<file path="src/rtl/kill_search_scheduler.sv">
// kill_search_scheduler: iterative-deepening driver for a kill-search engine with cycle budget and cancel.
module kill_search_scheduler #(
  parameter int BUDGET  = 100000,
  parameter int DEPTH_W = 5
) (
  input  logic               i_clk,
  input  logic               i_rst,
  input  logic               i_start,
  input  logic               i_cancel,
  input  logic [DEPTH_W-1:0] i_max_depth,
  input  logic [224:0][1:0]  i_board,
  output logic               o_eng_start,
  output logic [DEPTH_W-1:0] o_eng_depth,
  output logic [224:0][1:0]  o_eng_board,
  output logic               o_eng_abort,
  input  logic               i_eng_sha,
  input  logic               i_eng_finish,
  output logic               o_busy,
  output logic               o_done,
  output logic               o_kill,
  output logic [DEPTH_W-1:0] o_kill_depth,
  output logic               o_timeout
);
  localparam int CW = $clog2(BUDGET + 1);
  typedef enum logic [2:0] {IDLE, LAUNCH, WAIT, ABORT, DONE} state_t;
  state_t state, state_nxt;
  logic [DEPTH_W-1:0] depth, limit, even_md;
  logic [DEPTH_W:0]   depth_sum;
  logic [CW-1:0]      cnt;
  logic               last, expired;
  assign even_md   = {i_max_depth[DEPTH_W-1:1], 1'b0};
  assign depth_sum = {1'b0, depth} + (DEPTH_W+1)'(2);
  assign last      = depth_sum > {1'b0, limit};
  // Counter parks at the budget mark, so a finish that wins the race at expiry still leaves the budget spent.
  assign expired   = cnt == CW'(BUDGET - 1);
  always_ff @(posedge i_clk)
    if (i_rst) state <= IDLE;
    else state <= state_nxt;
  always_comb begin
    state_nxt = state;
    case (state)
      IDLE:    state_nxt = !i_start ? IDLE : (even_md < DEPTH_W'(2)) ? DONE : LAUNCH;
      LAUNCH:  state_nxt = i_cancel ? ABORT : WAIT;
      WAIT:    state_nxt = i_cancel ? ABORT :
                           i_eng_finish ? ((i_eng_sha || last) ? DONE : LAUNCH) :
                           expired ? ABORT : WAIT;
      ABORT:   state_nxt = DONE;
      DONE:    state_nxt = IDLE;
      default: state_nxt = IDLE;
    endcase
  end
  always_ff @(posedge i_clk)
    if (i_rst) begin
      o_eng_board  <= '0;
      limit        <= '0;
      depth        <= '0;
      cnt          <= '0;
      o_kill       <= 1'b0;
      o_kill_depth <= '0;
      o_timeout    <= 1'b0;
    end else begin
      if (state == IDLE && i_start) begin
        o_eng_board  <= i_board;
        limit        <= even_md;
        depth        <= DEPTH_W'(2);
        cnt          <= '0;
        o_kill       <= 1'b0;
        o_kill_depth <= '0;
        o_timeout    <= 1'b0;
      end
      if ((state == LAUNCH || state == WAIT) && !expired) cnt <= cnt + 1'b1;
      if (state == WAIT && !i_cancel && i_eng_finish) begin
        if (i_eng_sha) begin
          o_kill       <= 1'b1;
          o_kill_depth <= depth;
        end else if (!last) depth <= depth_sum[DEPTH_W-1:0];
      end
      if (state == ABORT) begin
        o_kill       <= 1'b0;
        o_kill_depth <= '0;
        o_timeout    <= 1'b1;
      end
    end
  assign o_eng_start = state == LAUNCH;
  assign o_eng_abort = state == ABORT;
  assign o_done      = state == DONE;
  assign o_busy      = state != IDLE;
  assign o_eng_depth = depth;
endmodule

</file>
<file path="config.mk">
export PLATFORM = sky130hd
export DESIGN_NAME = kill_search_scheduler
export DESIGN_NICKNAME = d
export VERILOG_FILES = /design/src/rtl/kill_search_scheduler.sv
export SDC_FILE = /design/constraint.sdc
export NUM_CORES = 1
export LEC_CHECK = 0
export ABC_CLOCK_PERIOD_IN_PS = 2500
export CORE_AREA = 5 5 355 357
export CTS_CLUSTER_SIZE = 20
export DETAILED_ROUTE_END_ITERATION = 6
export DIE_AREA = 0 0 360 362
export GPL_ROUTABILITY_DRIVEN = 0
export GPL_TIMING_DRIVEN = 0
export PLACE_DENSITY_LB_ADDON = 0.2
export SETUP_SLACK_MARGIN = 0.1
export SLEW_MARGIN = 20
export SYNTH_ARGS = -nofsm -noshare
export SYNTH_HDL_FRONTEND = slang
export SYNTH_SLANG_ARGS = --single-unit
export TNS_END_PERCENT = 30
</file>
<file path="constraint.sdc">
create_clock -name i_clk -period 2.5 [get_ports i_clk]
set_input_delay 0.5 -clock i_clk [delete_from_list [all_inputs] [get_ports i_clk]]
set_output_delay 0.5 -clock i_clk [all_outputs]
set_load 0.02 [all_outputs]
</file>
---- Yosys cells after proc, flatten, opt, wreduce, memory -nomap -nowiden ----
Index checks and enable logic that the tools add are counted.
word-level totals
  bits in read-only memories .............. 0
  output and inout bits ................... 466
  register bits ........................... 486
  latch bits .............................. 0
  memories ................................ 0
  input port bits ......................... 461
  RAM bits ................................ 0
  word-level logic and storage cells ...... 276
operators by class
  eq/ne operators ......................... 5
  bitwise gates (word level) .............. 0
  add/subtract/negate cells ............... 2
  reductions and logical operators ........ 13
  div/mod/pow operators ................... 0
  $mul .................................... 0
  shift operators ......................... 0
  muxes and demuxes ....................... 22
  magnitude comparators ................... 2
operator list
  operator               count
  $mux 5                 7
  $mux 17                2
  $add 17x1->17 const B  1
  $eq 17x17->1 const B   1
  $mux 3                 5
  $pmux 3 s4             1
  $mux 1                 7
  $add 5x2->6 const B    1
  $eq 3x2->1 const B     2
  $gt 6x5->1             1
  $lt 5x2->1 const B     1
  $logic_and 1x1->1      4
  $reduce_bool 2->1      2
  $eq 3x1->1 const B     1
  $eq 3x3->1 const B     1
  $logic_not 3->1        1
  $reduce_bool 3->1      1
  $logic_not 1->1        2
  $logic_or 1x1->1       2
  $reduce_or 2->1        1

---- Logic depth before layout (Yosys ltp) ----
  depth after elaboration ................. 7
  gate-level depth with buffers ........... 8
  gate-level depth less buffers ........... 8

---- Worst setup path before layout ----
Ideal clock, no wire load.
  path type ............................... reg-to-reg
  start point ............................. reg depth[1] (netlist: o_eng_depth[1])
  end point ............................... reg depth[3] (netlist: o_eng_depth[3])
  path slack .............................. 0.095 ns
  stages on the path, launching flop included .. 9
  data arrival time ....................... 2.275 ns
  buffers on the path ..................... 0
  required time ........................... 2.371 ns
  path through ............................ dfxtp_1 > ha_1 > xor2_1 > ha_1 > a21o_1 > a211o_2 > nor4_1 > or2_2 > o211ai_1
on the way
  longest elaborated chain between the ends .. 5
ends and longest elaborated chain
  element                   line  text
  start: declaration        27    logic [DEPTH_W-1:0] depth, limit, even_md;
  start signal: assignment  76    end else if (!last) depth <= depth_sum[DEPTH_W-1:0];
  $add 5x2->6 *             32    assign depth_sum = {1'b0, depth} + (DEPTH_W+1)'(2);
  $gt 6x5->1                33    assign last = depth_sum > {1'b0, limit};
  $mux 5 *                  76
  $mux 5 *                  73    if (i_eng_sha) begin
  $mux 5 *                  72    if (state == WAIT && !i_cancel && i_eng_finish) begin
Every way passes the cells marked *; elsewhere a longest branch is shown, timed or not.
A chain may end at the register's enable or synchronous reset.

---- Worst setup path after layout ----
  start point ............................. reg depth[1] (netlist: o_eng_depth[1])
  end point ............................... reg state[2]
on the way
  longest elaborated chain between the ends .. 7
ends and longest elaborated chain
  element                 line  text
  $add 5x2->6             32
  $gt 6x5->1              33
  $logic_or 1x1->1        45    i_eng_finish ? ((i_eng_sha || last) ? DONE : LAUNCH) :
  $mux 3 (2 in series)    45
  $mux 3                  44    WAIT: state_nxt = i_cancel ? ABORT :
  $pmux 3 s4              41    case (state)
  end signal: assignment  38    else state <= state_nxt;
  end: declaration        26    state_t state, state_nxt;
Every way passes these cells.

==> qor.txt <==
minimum clock period after layout - 2.35 ns
data arrival at the endpoint of the critical path - 2.86 ns
leading post-synthesis cells by cell area - sky130_fd_sc_hd__dfxtp_1 (56%), sky130_fd_sc_hd__nand2_1 (20%), sky130_fd_sc_hd__a21oi_1 (14%)
clock slew at the register clock pins of the worst setup and hold paths - 0.06 ns
CTS max path bufs - 3
total number of yosys warnings - 0
post-synthesis sequential element count - 486
count of buffering cells on the critical path with inverters included - 0
Detailed Routing Iterations Pass 1 - 5
reported max-cap violation count - 0
post-route clock period utilization - 0.940
Top Family by Delay on Critical Path - simple AND/OR/NAND/NOR gates
portion of synthesized cell area occupied by the leading cell type - 0.562
CTS root buf - sky130_fd_sc_hd__clkbuf_16
number of rows in the core area - 129
Reg-to-Reg Start - o_eng_depth[1]
synthesized instance count - 2195
Final setup viols - 0
mean instance size in the synthesized netlist - 7.89 um^2
fin area - 31100 um^2
CTS sink cnt - 486
number of synthesized flops with an enable pin - 0
fraction of layout cells with a size suffix above 1 - 0.0691
class of the tightest hold or removal check - in2reg
IO Pins - 927
register cell area after layout - 9740 um^2
ranking of synthesized cells by instance count - sky130_fd_sc_hd__nand2_1 (933), sky130_fd_sc_hd__dfxtp_1 (486), sky130_fd_sc_hd__a21oi_1 (479)
pin count of the biggest net entering global routing - 11
highest fanout seen on the critical path - 7
Area growth syn-to-layout - 79.5%
die outline width - 360 um
Worst-Skew Late Latency - 0.61 ns
Inserted Clock Buffers - 69
Max rail drop VDD - 0.479 mV
summed instance area of the synthesized netlist - 17300 um^2
count of final hold-check violations - 0
total cell area at the placement stage - 28600 um^2
number of cells on the worst reg-to-reg path - 8
detailed-route wire length per cell - 20.7 um
# H-tree levels - 3
CTS tree - built
cell type with the highest aggregate area in the netlist - sky130_fd_sc_hd__dfxtp_1
effective utilization at floorplan - 0.141
total negative setup slack - 0 ns
cell-by-cell listing of the critical path - ha_4 -> xor2_1 -> ha_1 -> nand3_2 -> or4b_4 -> o22ai_4 -> o221ai_1 -> and2_1
Fill cells - 13600
number of port buffers - 924
critical path launch point type - flop
GR Overflow Total - 0
FFs w/ async S/R, synth - 0
via count of the first global-routing pass - 18400
number of max-slew violations in the final report - 0
final routed DRC violation total - 0
min-delay src - i_board[374]
count leader, synth - sky130_fd_sc_hd__nand2_1
longest individual stage delay on the worst path - 0.51 ns
Tightest Pin Transition - 0.786 ns
Max stage delay cell, worst path - sky130_fd_sc_hd__or4b_4
max-slew headroom at the worst pin - 0.476
Placeable Area - 123000 um^2
combined area of the multi-input logic cells - 6880 um^2
leading register cell type out of synthesis - sky130_fd_sc_hd__dfxtp_1
Pwr Density - 780 nW/um^2
vias per std cell - 3.79
FF-to-FF setup slack - 0.15 ns
initial antenna violation count - 33
maximum operating frequency - 0.426 GHz
worst setup path category - reg2reg
chip height - 362 um
number of distinct library cells after synthesis - 51
Layout Nets - 3663
required time of the critical path - 3.01 ns
global-route wire length before repair - 140 mm
unrepaired setup endpoints after global routing - yes
reported leakage power - 11.2 nW
overall die area - 130000 um^2
Reg-to-Reg End - state[2]
count of vias placed by the detailed router - 18500
Hold Crit Depth - 3
CP Capture Type - flop
post-synth net total - 2662
sequential share of the synthesized area - 0.562
final wirelength - 101 mm
count of antenna-violating nets left after detailed routing - 0
Detailed Route Iter0 Violations - 817
Overall Global Routing Usage - 0.148
detailed placer's ending HPWL - 81.0 mm
worst min-delay path endpoint - o_eng_board[374]
Clock Skew - 0.0197 ns
status - complete, no violations
placed cells by master (no fill, tap or decap), drive strengths merged, types with 3 or more instances in the layout:
| master | synthesis | final |
|---|---|---|
| bufinv | 0 | 4 |
| inv | 8 | 11 |
| dlygate4sd2 | 0 | 3 |
| nor2 | 17 | 17 |
| clkbuf | 86 | 187 |
| diode | 0 | 9 |
| clkinv | 0 | 7 |
| nand4 | 4 | 4 |
| xnor2 | 4 | 4 |
| o211ai | 4 | 4 |
| nand3 | 17 | 17 |
| nand2b | 3 | 3 |
| nand3b | 5 | 5 |
| a211oi | 5 | 5 |
| dfxtp | 486 | 486 |
| nor3b | 4 | 4 |
| or3 | 4 | 4 |
| and4 | 3 | 3 |
| nand2 | 933 | 933 |
| clkdlybuf4s50 | 0 | 919 |
| and3 | 3 | 3 |
| and2 | 5 | 5 |
| a21o | 3 | 3 |
| clkinvlp | 0 | 3 |
| a21oi | 480 | 480 |
| ha | 6 | 6 |
| buf | 74 | 81 |
| o21ai | 9 | 9 |
| nor3 | 10 | 10 |
cells by family after synthesis:
family          synth area share
compound gates             0.151
fa+ha+maj                0.00434
mux                     0.000650
buf+inv                   0.0438
xor+xnor                 0.00304
simple gates               0.235
flops                      0.562
layout make-up:
type / instances / area share
Clock buffer: 100 / 0.0658
Inverter: 8 / 0.000966
Clock inverter: 17 / 0.00857
Tap cell: 1637 / 0.0659
Antenna cell: 9 / 0.000724
Multi-Input combinational cell: 1541 / 0.221
Timing Repair Buffer: 930 / 0.299
Sequential cell: 486 / 0.313
Buffer: 160 / 0.0247
per-layer routing:
metal  vias up  wire [um]  global-route usage
li1       9168          -                   -
met4        40       2960              0.0480
met2       665      48600               0.253
met3       183      10000              0.0663
met5         -        261                   0
met1      8481      39500               0.164
repair_timing:
| item | 4_1_cts | 5_1_grt |
|---|---|---|
| pin swaps | 0 | 5 |
| buffers inserted | 0 | 6 |
| endpoints found under the setup margin | 478 | 25 |
| resized for setup | 29 | 16 |
| hold buffers | 0 | 0 |
power by group:
part / switching [mW] / internal [mW]
Sequential: 0.344 / 8.40
Combinational: 3.08 / 2.33
Clock: 3.96 / 6.12
Total: 7.39 / 16.8
state kept, by name, summed over array words and instances (netlist names):
register,cells
o_timeout,1
state,3
o_eng_depth,5
cnt,17
limit,4
o_kill_depth,5
o_eng_board,450
o_kill,1
through the flow:
step | setup WS, ns | instances | total power [mW] | hold slack [ns] | utilization
finish | 0.150 | 4888 | 24.2 | 0.414 | 0.253
global route | 0.0569 | 4880 | 25.5 | 0.362 | 0.253
CTS | 0.0744 | 4873 | 24.9 | 0.336 | 0.252
detailed placement | -1.07 | 4756 | 14.5 | 0.446 | 0.233
global placement | -1.66 | 4756 | 14.4 | 0.441 | 0.233
floorplan | 0.167 | 2195 | 11.2 | 0.436 | -
worst register-to-register path, cell delays in order, from the launching register on:
cell and delay, ns:
sky130_fd_sc_hd__dfxtp_4 0.37, sky130_fd_sc_hd__ha_4 0.18, sky130_fd_sc_hd__xor2_1 0.15, sky130_fd_sc_hd__ha_1 0.33
sky130_fd_sc_hd__nand3_2 0.07, sky130_fd_sc_hd__or4b_4 0.51, sky130_fd_sc_hd__o22ai_4 0.31, sky130_fd_sc_hd__o221ai_1 0.14
sky130_fd_sc_hd__and2_1 0.18
worst max path at each step:
stage / slack, ns / start / depth (start not counted) / endpoint
after detailed placement: -1.07 / i_start / 7 / o_eng_board[22]
after global placement: -1.66 / i_start / 6 / o_eng_board[112]
after CTS: 0.07 / o_eng_depth[1] / 8 / state[2]
final: 0.15 / o_eng_depth[1] / 8 / state[2]
after global routing: 0.06 / o_eng_depth[1] / 8 / state[2]
after floorplan: 0.17 / o_eng_depth[3] / 8 / state[2]
Note: power is estimated with default switching activity, not from simulation.
==> RTL edit (same flow settings) <==
Make the reset (`i_rst`) asynchronous in 2 clocked blocks.
--- a/src/rtl/kill_search_scheduler.sv
+++ b/src/rtl/kill_search_scheduler.sv
@@ -33,7 +33,7 @@
   assign last      = depth_sum > {1'b0, limit};
   // Counter parks at the budget mark, so a finish that wins the race at expiry still leaves the budget spent.
   assign expired   = cnt == CW'(BUDGET - 1);
-  always_ff @(posedge i_clk)
+  always_ff @(posedge i_clk or posedge i_rst)
     if (i_rst) state <= IDLE;
     else state <= state_nxt;
   always_comb begin
@@ -49,7 +49,7 @@
       default: state_nxt = IDLE;
     endcase
   end
-  always_ff @(posedge i_clk)
+  always_ff @(posedge i_clk or posedge i_rst)
     if (i_rst) begin
       o_eng_board  <= '0;
       limit        <= '0;
Behaviour: differs if i_rst is asserted again (counterexample within 4 cycles, from zero or initial values and one cycle with i_rst high); with i_rst held inactive, the same outputs for 4 cycles.
==> RTL edit against the original RTL <==
Sequential cell count stayed put. Synthesized area is 8.3% higher. Routed wire length is 6.7% lower. Cell area is 5.6% higher. Highest routed layer unchanged. Worst setup slack better by 0.037 ns. Critical path depth stayed put.
Power is not compared: it rests on default switching activity, and its combinational part moved more than twofold at a synthesized area within 25%.
==> RTL edit: results (changes against the original RTL) <==
register area share after synthesis 64.88% (+8.7 points); share of cells above drive strength 1 7.928% (+1.0 points); I/O Buffers 925 (+0.11%); GRT Total Usage 14.01% (-0.75 points); crit-path max FO 6 (-1); Net Count, Synth 2567 (-3.6%); FF-to-FF End o_eng_depth[4]; slack of the critical path 0.1866 ns (+0.03673 ns); Fill cells 13200 (-2.8%); Post-Place Cell Area 30460 um2 (+6.4%); Critical Path End o_eng_depth[4]; global-route wire length before repair 134.1 mm (-4.0%); largest net degree at the start of global routing 32 (+21); Critical Path AT 2.83 ns (-0.03 ns); Post-synth top flop dfrtp_1; async set-reset flop share out of synthesis 100.0% (+100 points); nets@finish 3586 (-2.1%); synthesized area per cell 8.926 um2 (+13%); CP startpoint o_eng_depth[1]; Routed WL 94.49 mm (-6.7%); final cell count without fillers 4812 (-1.6%); Placed Cells 4681 (-1.6%); crit-path max cell delay 0.46 ns (-0.05 ns); initial DRC count 869 (+6.4%); Netlist cell types 42 (-18%); number of global-route vias before repair 18490 (+0.50%); routed vias/inst 3.637 (-4.1%); DP HPWL 75.53 mm (-6.8%); TritonRoute pass-1 iters 4 (-1); top post-synthesis cells by area dfrtp_1 (65%), nand2_1 (28%), buf_2 (1.8%); worst slew pin tran 0.7064 ns (-0.07925 ns); worst hold margin 0.3946 ns (-0.01897 ns); Crit-path slowest cell dfrtp_2; status finished clean; Fin Clk Skew 0.01989 ns (+0.0002101 ns); worst hold path class in2reg; Inserted Clock Buffers 67 (-2.9%); Synth Area in Compound Gates 0.8744% (-14 points); xor/xnor cell area share of the yosys netlist 0.1869% (-0.12 points); DP Worst Slack -0.9890 ns (+0.08221 ns)
[RTL edit: repair_timing]
item                                    CTS  global route
pin swaps                                 1             1
setup buffers                             1             5
gates resized for setup                  40            23
gates cloned                              0             1
endpoints found under the setup margin  513           173
[RTL edit: worst min path at each step]
stage,startpoint,to,cells after the start
6_report,i_board[0],o_eng_board[0],3
5_1_grt,i_board[320],o_eng_board[320],3
3_5_place_dp,o_eng_board[280],o_eng_board[280],2
4_1_cts,i_rst,o_eng_board[145],2
3_3_place_gp,o_eng_board[262],o_eng_board[262],2
2_1_floorplan,cnt[16],cnt[16],1
[RTL edit: power by group]
part | switching, mW | internal [mW]
combinational | 12.4 | 8.95
clock | 3.95 | 5.64
sequential | 2.02 | 11.5
[RTL edit: cell type report]
cell class,instances,area [um2],share of cell area [%]
clock buffers,93,1926,5.867
flip-flops and latches,486,12160,37.06
inverters,9,37.54,0.1144
well taps,1637,2048,6.241
repair inverters,1,5.005,0.01525
clock inverters,23,260.3,0.7930
diodes,9,22.52,0.06862
repair buffers,950,9743,29.69
plain buffers,106,566.8,1.727
multi-input cells,1498,6047,18.43
[RTL edit: kinds of logic (layout without fill, tap and decap cells)]
group / count (synthesis) / count (layout)
AOI/OAI and AO/OA: 26 / 26
xor gates and xnor gates: 4 / 4
adders and majority gates: 6 / 6
buffers and inverters: 116 / 1182
DFF: 486 / 486
muxes: 15 / 15
other: 0 / 9
and+or+nand+nor: 1447 / 1447
[RTL edit: critical path: cells and delay by family, from the launching register on]
family	cells	cell delay, ns
xor+xnor	1	0.15
compound gates	1	0.34
simple gates	2	0.36
mux	1	0.26
buf+inv	1	0.15
fa+ha+maj	2	0.48
flops	1	0.46
[RTL edit: routing by layer]
layer | vias up | share of wire [%] | GRT usage, %
li1 | 8465 | - | -
met1 | 8221 | 37 | 14.66
met2 | 672 | 51 | 25.46
met3 | 128 | 9.2 | 5.949
met4 | 14 | 3.1 | 4.399
met5 | - | 0.093 | 0
